===== src/rtl/conv_line_feeder.sv =====
// conv_line_feeder
// Operand sequencer for convolution_first_line. Holds a TAPS-deep register
// file of (pixel, weight) pairs and, on a start pulse, streams one pair per
// clock onto o_x/o_w, then drives PIPE_LAT zero-operand drain cycles and
// finishes with a one-cycle o_done pulse. The partial-sum seed rides along
// with the first issued tap only.
//
// Optional feature macro: CONV_FEEDER_REVERSE_EN
//   defined   -> taps issue len-1 down to 0 (kernel flip); seed on tap len-1
//   undefined -> taps issue 0 up to len-1
//
// Ports:
//   i_clk, i_rst_n      clock, asynchronous active-low reset
//   i_wr_en/addr/x/w    tap write port (accepted in IDLE only, addr < TAPS)
//   i_psum_init         seed partial sum, captured at start
//   i_len               requested tap count (clamped to TAPS)
//   i_start             start pulse (IDLE only)
//   o_x, o_w, o_psum    operands to the convolution line (0 unless o_valid)
//   o_valid             a real tap is on o_x/o_w
//   o_busy              sequence in progress (ISSUE and FLUSH)
//   o_done              one-cycle completion pulse
module conv_line_feeder #(
  parameter int I_X      = 8,
  parameter int I_W      = 8,
  parameter int I_PSUM   = 16,
  parameter int TAPS     = 7,
  parameter int TAP_W    = 3,
  parameter int PIPE_LAT = 2
) (
  input  logic              i_clk,
  input  logic              i_rst_n,
  input  logic              i_wr_en,
  input  logic [TAP_W-1:0]  i_wr_addr,
  input  logic [I_X-1:0]    i_wr_x,
  input  logic [I_W-1:0]    i_wr_w,
  input  logic [I_PSUM-1:0] i_psum_init,
  input  logic [TAP_W:0]    i_len,
  input  logic              i_start,
  output logic [I_X-1:0]    o_x,
  output logic [I_W-1:0]    o_w,
  output logic [I_PSUM-1:0] o_psum,
  output logic              o_valid,
  output logic              o_busy,
  output logic              o_done
);

  localparam int DRAIN_W = (PIPE_LAT > 1) ? $clog2(PIPE_LAT + 1) : 1;
  localparam logic [TAP_W:0] LEN_MAX = (TAP_W+1)'(TAPS);

  typedef enum logic [1:0] {S_IDLE, S_ISSUE, S_FLUSH, S_DONE} state_t;

  state_t               r_state;
  logic [I_X-1:0]       r_tap_x [TAPS];
  logic [I_W-1:0]       r_tap_w [TAPS];
  logic [TAP_W:0]       r_len;
  logic [TAP_W:0]       r_cnt;
  logic [DRAIN_W-1:0]   r_drain;

  logic [TAP_W:0]       w_len_eff;
  logic                 w_wr_ok;
  logic                 w_start;
  logic [TAP_W-1:0]     w_first_idx;
  logic [TAP_W-1:0]     w_next_idx;
  logic                 w_fwd;
  logic [I_X-1:0]       w_first_x;
  logic [I_W-1:0]       w_first_w;

  always_comb begin
    w_len_eff = (i_len > LEN_MAX) ? LEN_MAX : i_len;
    w_wr_ok   = i_wr_en && (r_state == S_IDLE) && ({1'b0, i_wr_addr} < LEN_MAX);
    // o_done still high in IDLE only after a zero-length run; holding off
    // start for that cycle keeps the restart point one cycle after o_done.
    w_start   = i_start && (r_state == S_IDLE) && !o_done;
`ifdef CONV_FEEDER_REVERSE_EN
    w_first_idx = (w_len_eff == '0) ? '0 : TAP_W'(w_len_eff - 1'b1);
    w_next_idx  = TAP_W'(r_len - 1'b1 - r_cnt);
`else
    w_first_idx = '0;
    w_next_idx  = TAP_W'(r_cnt);
`endif
    // A write landing in the start cycle must be visible to the first tap.
    w_fwd     = w_wr_ok && (i_wr_addr == w_first_idx);
    w_first_x = w_fwd ? i_wr_x : r_tap_x[w_first_idx];
    w_first_w = w_fwd ? i_wr_w : r_tap_w[w_first_idx];
  end

  always_ff @(posedge i_clk or negedge i_rst_n) begin
    if (!i_rst_n) begin
      r_state <= S_IDLE;
      for (int unsigned i = 0; i < TAPS; i++) begin
        r_tap_x[i] <= '0;
        r_tap_w[i] <= '0;
      end
      r_len   <= '0;
      r_cnt   <= '0;
      r_drain <= '0;
      o_x     <= '0;
      o_w     <= '0;
      o_psum  <= '0;
      o_valid <= 1'b0;
      o_busy  <= 1'b0;
      o_done  <= 1'b0;
    end else begin
      if (w_wr_ok) begin
        r_tap_x[i_wr_addr] <= i_wr_x;
        r_tap_w[i_wr_addr] <= i_wr_w;
      end

      case (r_state)
        S_IDLE: begin
          o_done <= 1'b0;
          if (w_start) begin
            r_len <= w_len_eff;
            if (w_len_eff != '0) begin
              r_state <= S_ISSUE;
              r_cnt   <= (TAP_W+1)'(1);
              o_x     <= w_first_x;
              o_w     <= w_first_w;
              o_psum  <= i_psum_init;
              o_valid <= 1'b1;
              o_busy  <= 1'b1;
            end else begin
              r_state <= S_DONE;
            end
          end
        end

        S_ISSUE: begin
          o_psum <= '0;
          if (r_cnt == r_len) begin
            r_state <= S_FLUSH;
            r_drain <= DRAIN_W'(1);
            o_x     <= '0;
            o_w     <= '0;
            o_valid <= 1'b0;
          end else begin
            r_cnt <= r_cnt + 1'b1;
            o_x   <= r_tap_x[w_next_idx];
            o_w   <= r_tap_w[w_next_idx];
          end
        end

        S_FLUSH: begin
          if (r_drain == DRAIN_W'(PIPE_LAT)) begin
            r_state <= S_DONE;
            o_busy  <= 1'b0;
            o_done  <= 1'b1;
          end else begin
            r_drain <= r_drain + 1'b1;
          end
        end

        S_DONE: begin
          r_state <= S_IDLE;
          // After FLUSH the pulse is already up and is dropped here; after a
          // zero-length start it is raised here, one edge later.
          o_done  <= !o_done;
        end

        default: r_state <= S_IDLE;
      endcase
    end
  end

endmodule


===== config.mk =====
export PLATFORM = sky130hd
export DESIGN_NAME = conv_line_feeder
export DESIGN_NICKNAME = d
export VERILOG_FILES = /design/src/rtl/conv_line_feeder.sv
export SDC_FILE = /design/constraint.sdc
export NUM_CORES = 1
export LEC_CHECK = 0
export CAP_MARGIN = 40
export CORE_MARGIN = 2
export CORE_UTILIZATION = 33
export DETAILED_ROUTE_END_ITERATION = 8
export SLEW_MARGIN = 0
export SYNTH_ARGS = -nofsm -noshare
export SYNTH_HDL_FRONTEND = slang
export SYNTH_SLANG_ARGS = --single-unit

===== constraint.sdc =====
create_clock -name i_clk -period 5.2 [get_ports i_clk]
set_input_delay 1.56 -clock i_clk [delete_from_list [all_inputs] [get_ports i_clk]]
set_output_delay 1.56 -clock i_clk [all_outputs]
set_load 0.02 [all_outputs]

Yosys cells after proc, flatten, opt, wreduce, memory -nomap -nowiden
Cells that the tools add are included.
{"block": "op_classes", "n_addsub": 2, "n_lt_le_gt_ge": 5, "n_eq_ne": 11, "mux": 44, "n_bitwise": 2, "reduce_logical": 22}
{"operator": "bitwise mux 56 bit", "n": 2}
{"operator": "two-way mux 8 bit", "n": 13}
{"operator": "binary-select mux 8 bit (select 3 bit)", "n": 2}
{"operator": "two-way mux 16 bit", "n": 2}
{"operator": "case mux 16 bit (2 select lines)", "n": 1}
{"operator": "case mux 8 bit (2 select lines)", "n": 2}
{"operator": "demux 8 bit (select 3 bit)", "n": 1}
{"operator": "two-way mux 4 bit", "n": 4}
{"operator": "two-way mux 2 bit", "n": 6}
{"operator": "AND reduction 4 bit", "n": 3}
{"operator": "!= test 2 bit (second input constant)", "n": 5}
{"operator": "AND reduction 3 bit", "n": 3}
{"operator": ">= comparator 4 bit (second input constant)", "n": 2}
{"operator": "inverter 3 -> 4 bit", "n": 2}
{"operator": "case mux 2 bit (4 select lines)", "n": 1}
{"operator": "case mux 4 bit (2 select lines)", "n": 1}
{"operator": "== test 2 bit (second input constant)", "n": 3}
{"operator": "logical AND 1 bit", "n": 6}
{"operator": "nonzero test 2 bit", "n": 3}
{"operator": "two-way mux 1 bit", "n": 5}
{"operator": "adder 4 x 1 -> 4 bit (second input constant)", "n": 1}
{"operator": "== test 4 bit", "n": 1}
{"operator": "> comparator 4 x 3 -> 1 bit (second input constant)", "n": 1}
{"operator": "less-than comparator 4 x 1 -> 1 bit (second input constant)", "n": 1}
{"operator": "other kinds (13)", "n": 15}
{"block": "totals", "register_bits": 159, "wordCells": 110}

Depth between registers and ports, before layout
{"block": "depth", "ltp_word": 8, "depth_mapped": 9, "ltp_nobuf": 6}

Least setup slack after synthesis
No wires, ideal clock.
{"block": "synth_timing", "path_kind": "input -> register", "startpoint": "input port i_wr_addr[2]", "endpoint": "register r_tap_w[38] in the netlist's numbering", "setup_ns": 0.125, "arrival_ns": 2.932, "t_required_ns": 5.075, "path_slack_ns": 2.143, "cell_stages": 4, "path_cell_list": "clkbuf_1 -> nor4_2 -> buf_2 -> mux2_2"}
{"block": "synth_via", "elab_chain_len": 6, "elab_cells_between_ends": 9, "classes_between": "3 x order compare; 3 x mux; 1 x bitwise; 2 x reduce/logical"}
{"element": "start: declaration", "line": "33", "source": "input logic [TAP_W-1:0] i_wr_addr,"}
{"element": "inverter 3 -> 4 bit (implied by the code)", "line": "106", "source": "r_tap_w[i_wr_addr] <= i_wr_w;"}
{"element": ">= comparator 4 bit (implied by the code) or less-than comparator 4 x 1 -> 1 bit (tied branches)", "line": "106"}
{"element": "logical AND 1 bit (implied by the code)", "line": "106"}
{"element": "two-way mux 8 bit (implied by the code)", "line": "106"}
{"element": "demux 8 bit (select 3 bit)", "line": "106"}
{"element": "bitwise mux 56 bit", "line": "106"}
{"element": "end signal: indexed assignment", "line": "106"}
{"element": "end: declaration", "line": "54", "source": "logic [I_W-1:0] r_tap_w [TAPS];"}
Several ways; a longest one is shown, not always the timed one.
A chain may end at the register's enable or synchronous reset.

Worst setup path after layout
{"block": "layout_timing", "startpoint": "input port i_start", "endpoint": "register o_x[2]"}
{"block": "layout_via", "elab_chain_len": 4}
{"element": "start: declaration", "line": "38", "source": "input logic i_start,"}
{"element": "logical AND 1 bit (2 in series)", "line": "73", "source": "w_start = i_start && (r_state == S_IDLE) && !o_done;"}
{"element": "!= test 2 bit (no line)"}
{"element": "AND reduction 3 bit (no line)"}
{"element": "end signal: assignment", "line": "117", "source": "o_x <= w_first_x;"}
{"element": "end signal: assignment", "line": "138", "source": "o_x <= r_tap_x[w_next_idx];"}
{"element": "end: declaration", "line": "39", "source": "output logic [I_X-1:0] o_x,"}
No other way between the ends.

==> flow_summary_export.csv <==
group,metric,value,unit
run_status,status,"finished, final reports clean",
power_and_ir_drop,peakVddDrop,187,uV
cells_and_area,final_cells,930,
clocking,cts_resized,0,
floorplanning,die_w,153,um
route,highest_layer,"met4",
global_routing,grt_pass1_vias,5146,
yosys,synth_nets,611,
timing,min_period,3.54,ns
yosys,synthFlopType,"dfrtp_1",
global_routing,globalRouteOverflowTotal,0,
placed_design,dpl.hpwl,11400,um
floorplanning,die-height,153,um
clocking,clk_latency,0.42,ns
worst_setup_path,cp-end-kind,"flip-flop",
cells_and_area,final_common_cell,"dfrtp_1",
cells_and_area,final_nets,689,
cells_and_area,finalInstanceArea,0.00909,mm2
route,wl_per_cell,18.6,um
timing,finalSetupViolations,0,
floorplanning,initial_core_util,0.336,
yosys,yosys_warnings,0,
clocking,clock-root-buffer,"clkbuf_16",
clocking,clock_path_buffers,2,
placed_design,place_congestion,0.785,
route,via_per_inst,5.18,
timing,fin_skew,0.00789,ns
worst_setup_path,crit_fanout,17,
clocking,cts_tree,"done",
timing,fin_crit_sh,0.681,
cells_and_area,syn2layout_area_growth,23.9,%
placed_design,port_buffers,77,
cells_and_area,final_cell_mix,"dfrtp_1, mux2_2, clkdlybuf4s50_1",
clocking,numCtsBuffers,17,
clocking,h-tree-depth,4,
timing,slew_violations,0,
floorplanning,die_area,0.0234,mm2
yosys,syn_inst,560,
worst_setup_path,crit_buf_inv,1,
worst_setup_path,cp.arrival,3.84,ns
global_routing,grt_util_all_layers,0.153,
route,drc,0,
clocking,clk_pin_slew,0.06,ns
route,ant_nets,0,
floorplanning,num_io_pins,78,
route,route.vias.total,4822,
cells_and_area,antenna_cells,0,
timing,rsz0062_at_grt,"no",
route,routed_wl,17300,um
yosys,async_reset_ff_frac,1.00,
worst_setup_path,path_class,"input pin to flip-flop",
clocking,ctsHoldBuffers,0,
worst_setup_path,cpPeakStageDelay,0.58,ns
timing,tns,0,ns
floorplanning,core,0.0218,mm2
yosys,synth_edf_count,0,
global_routing,grt_pass1_wl,27900,um
yosys,synth-seq-cells,159,
yosys,synth_top_cell_by_area,"dfrtp_1",
timing,hold_slack,0.477,ns
route,firstDrtPassIters,4,
timing,relSlewSlack,0.421,
power_and_ir_drop,leakage,4.06,nW
power_and_ir_drop,powerDensity,625,mW/mm2
route,met3WireLength,782,um
global_routing,grt_max_degree,74,
route,wl_met2,8840,um
global_routing,antenna_found_initial,0,
worst_setup_path,cp.required,5.50,ns
placed_design,dp_cells,899,
worst_setup_path,crit_slowest_cell,"nand2_1",
clocking,post_cts_buffers,0,
timing,hold_viol_final,0,
run,maxCapViolations,0,
hold_path,hold_path_class,"flip-flop to flip-flop",
floorplanning,rows,54,
placed_design,place_area,0.00850,mm2
worst_setup_path,critPathLaunchType,"input pin",
yosys,synth_top_cell_area_share,0.542,
yosys,yosysSeqAreaShare,0.542,
yosys,syn_avg_cell_area,13.1,um2
route,met1Wirelength,7400,um
timing,max_freq,282,MHz
timing,timing_worst_slew_pin_value,0.867,ns
clocking,clock-sinks,159,
yosys,synth_area,0.00734,mm2
yosys,synth.area.top_cells,"dfrtp_1, mux2_2, mux2i_1",
yosys,synth_cell_types,41,
worst_setup_path,cp_top_family,"simple AND/OR/NAND/NOR gates",
cells_and_area,layout-drive-gt1-share,0.258,
route,first_iter_violations,264,
worst_setup_path,crit_chain,"clkdlybuf4s50_1, nand3b_1, o22ai_1, nand2_1, o221ai_1",
power_and_ir_drop,power,5.68,mW
[kinds of logic after synthesis]
logic type,share of synthesized area
flip-flops,0.542
XOR/XNOR,0.00477
adder cells (fa/ha/maj),0.0136
multiplexers,0.268
AND/OR/NAND/NOR,0.0583
buffers and inverters,0.0379
AO/OA/AOI/OAI,0.0755
[per-layer routing]
layer  vias up  GRT usage
met1      2495      0.187
met5         -          0
met4         0     0.0542
met2       120      0.263
met3        21     0.0369
li1       2186          -
[synth_stat cells (2+ instances only)]
cell type,number
dfrtp_1,159
mux2_2,97
nand2_1,63
mux2i_1,51
inv_1,24
o21ai_0,24
o221ai_1,17
mux4_2,16
o2bb2ai_1,16
buf_2,15
clkbuf_1,13
nor2_1,11
ha_1,8
buf_4,4
xor2_1,4
buf_6,3
nand3_1,3
a21o_1,2
nand3b_1,2
nor2b_1,2
nor3_2,2
nor4_1,2
o22ai_1,2
o311ai_0,2
or4_1,2
[per-stage QoR]
step,worst slack (ns),utilization
3_5_place_dp,1.23,0.389
5_1_grt,1.50,0.417
6_report,1.66,0.417
3_3_place_gp,1.30,0.384
2_1_floorplan,2.14,-
4_1_cts,1.69,0.417
[worst paths after layout]
path | from | to | slack [ns] | cells after the start
hold reg to reg | o_psum[11] | o_psum[11] | 0.48 | 2
hold / removal | o_psum[11] | o_psum[11] | 0.48 | 2
min in group asynchronous | i_rst_n | o_busy | 1.04 | 1
setup / recovery | i_start | o_x[2] | 1.66 | 5
setup reg to reg | r_state[1] | o_x[2] | 2.11 | 6
max in group asynchronous | i_rst_n | r_tap_w[17] | 3.38 | 2
[final cells by class]
| class | instances | area, um2 |
|---|---|---|
| repair buffers | 94 | 975 |
| clock inverters | 10 | 136 |
| clock buffers | 21 | 460 |
| fillers | 1983 | 12700 |
| inverters | 24 | 90.1 |
| flip-flops and latches | 159 | 3980 |
| multi-input cells | 342 | 3100 |
| well taps | 280 | 350 |
[power by group]
group / leakage (nW) / internal [mW] / switching (mW)
clock: 0.285 / 0.776 / 0.482
combinational: 1.78 / 1.13 / 1.18
sequential: 2.00 / 1.80 / 0.311
[worst min-delay path: cells and delay by family, from the launching register on]
kind	cells	cell delay [ns]
compound gates	1	0.06
flops	1	0.34
simple gates	1	0.04
[sequential cells by signal (all words and copies together) (netlist names)]
name and flops:
r_tap_w 56, r_drain 2, o_w 8, o_psum 16
o_valid 1, o_done 1, r_state 2, r_cnt 4
r_tap_x 56, o_busy 1, r_len 4, o_x 8
No activity file was read; power rests on OpenSTA's default activity.
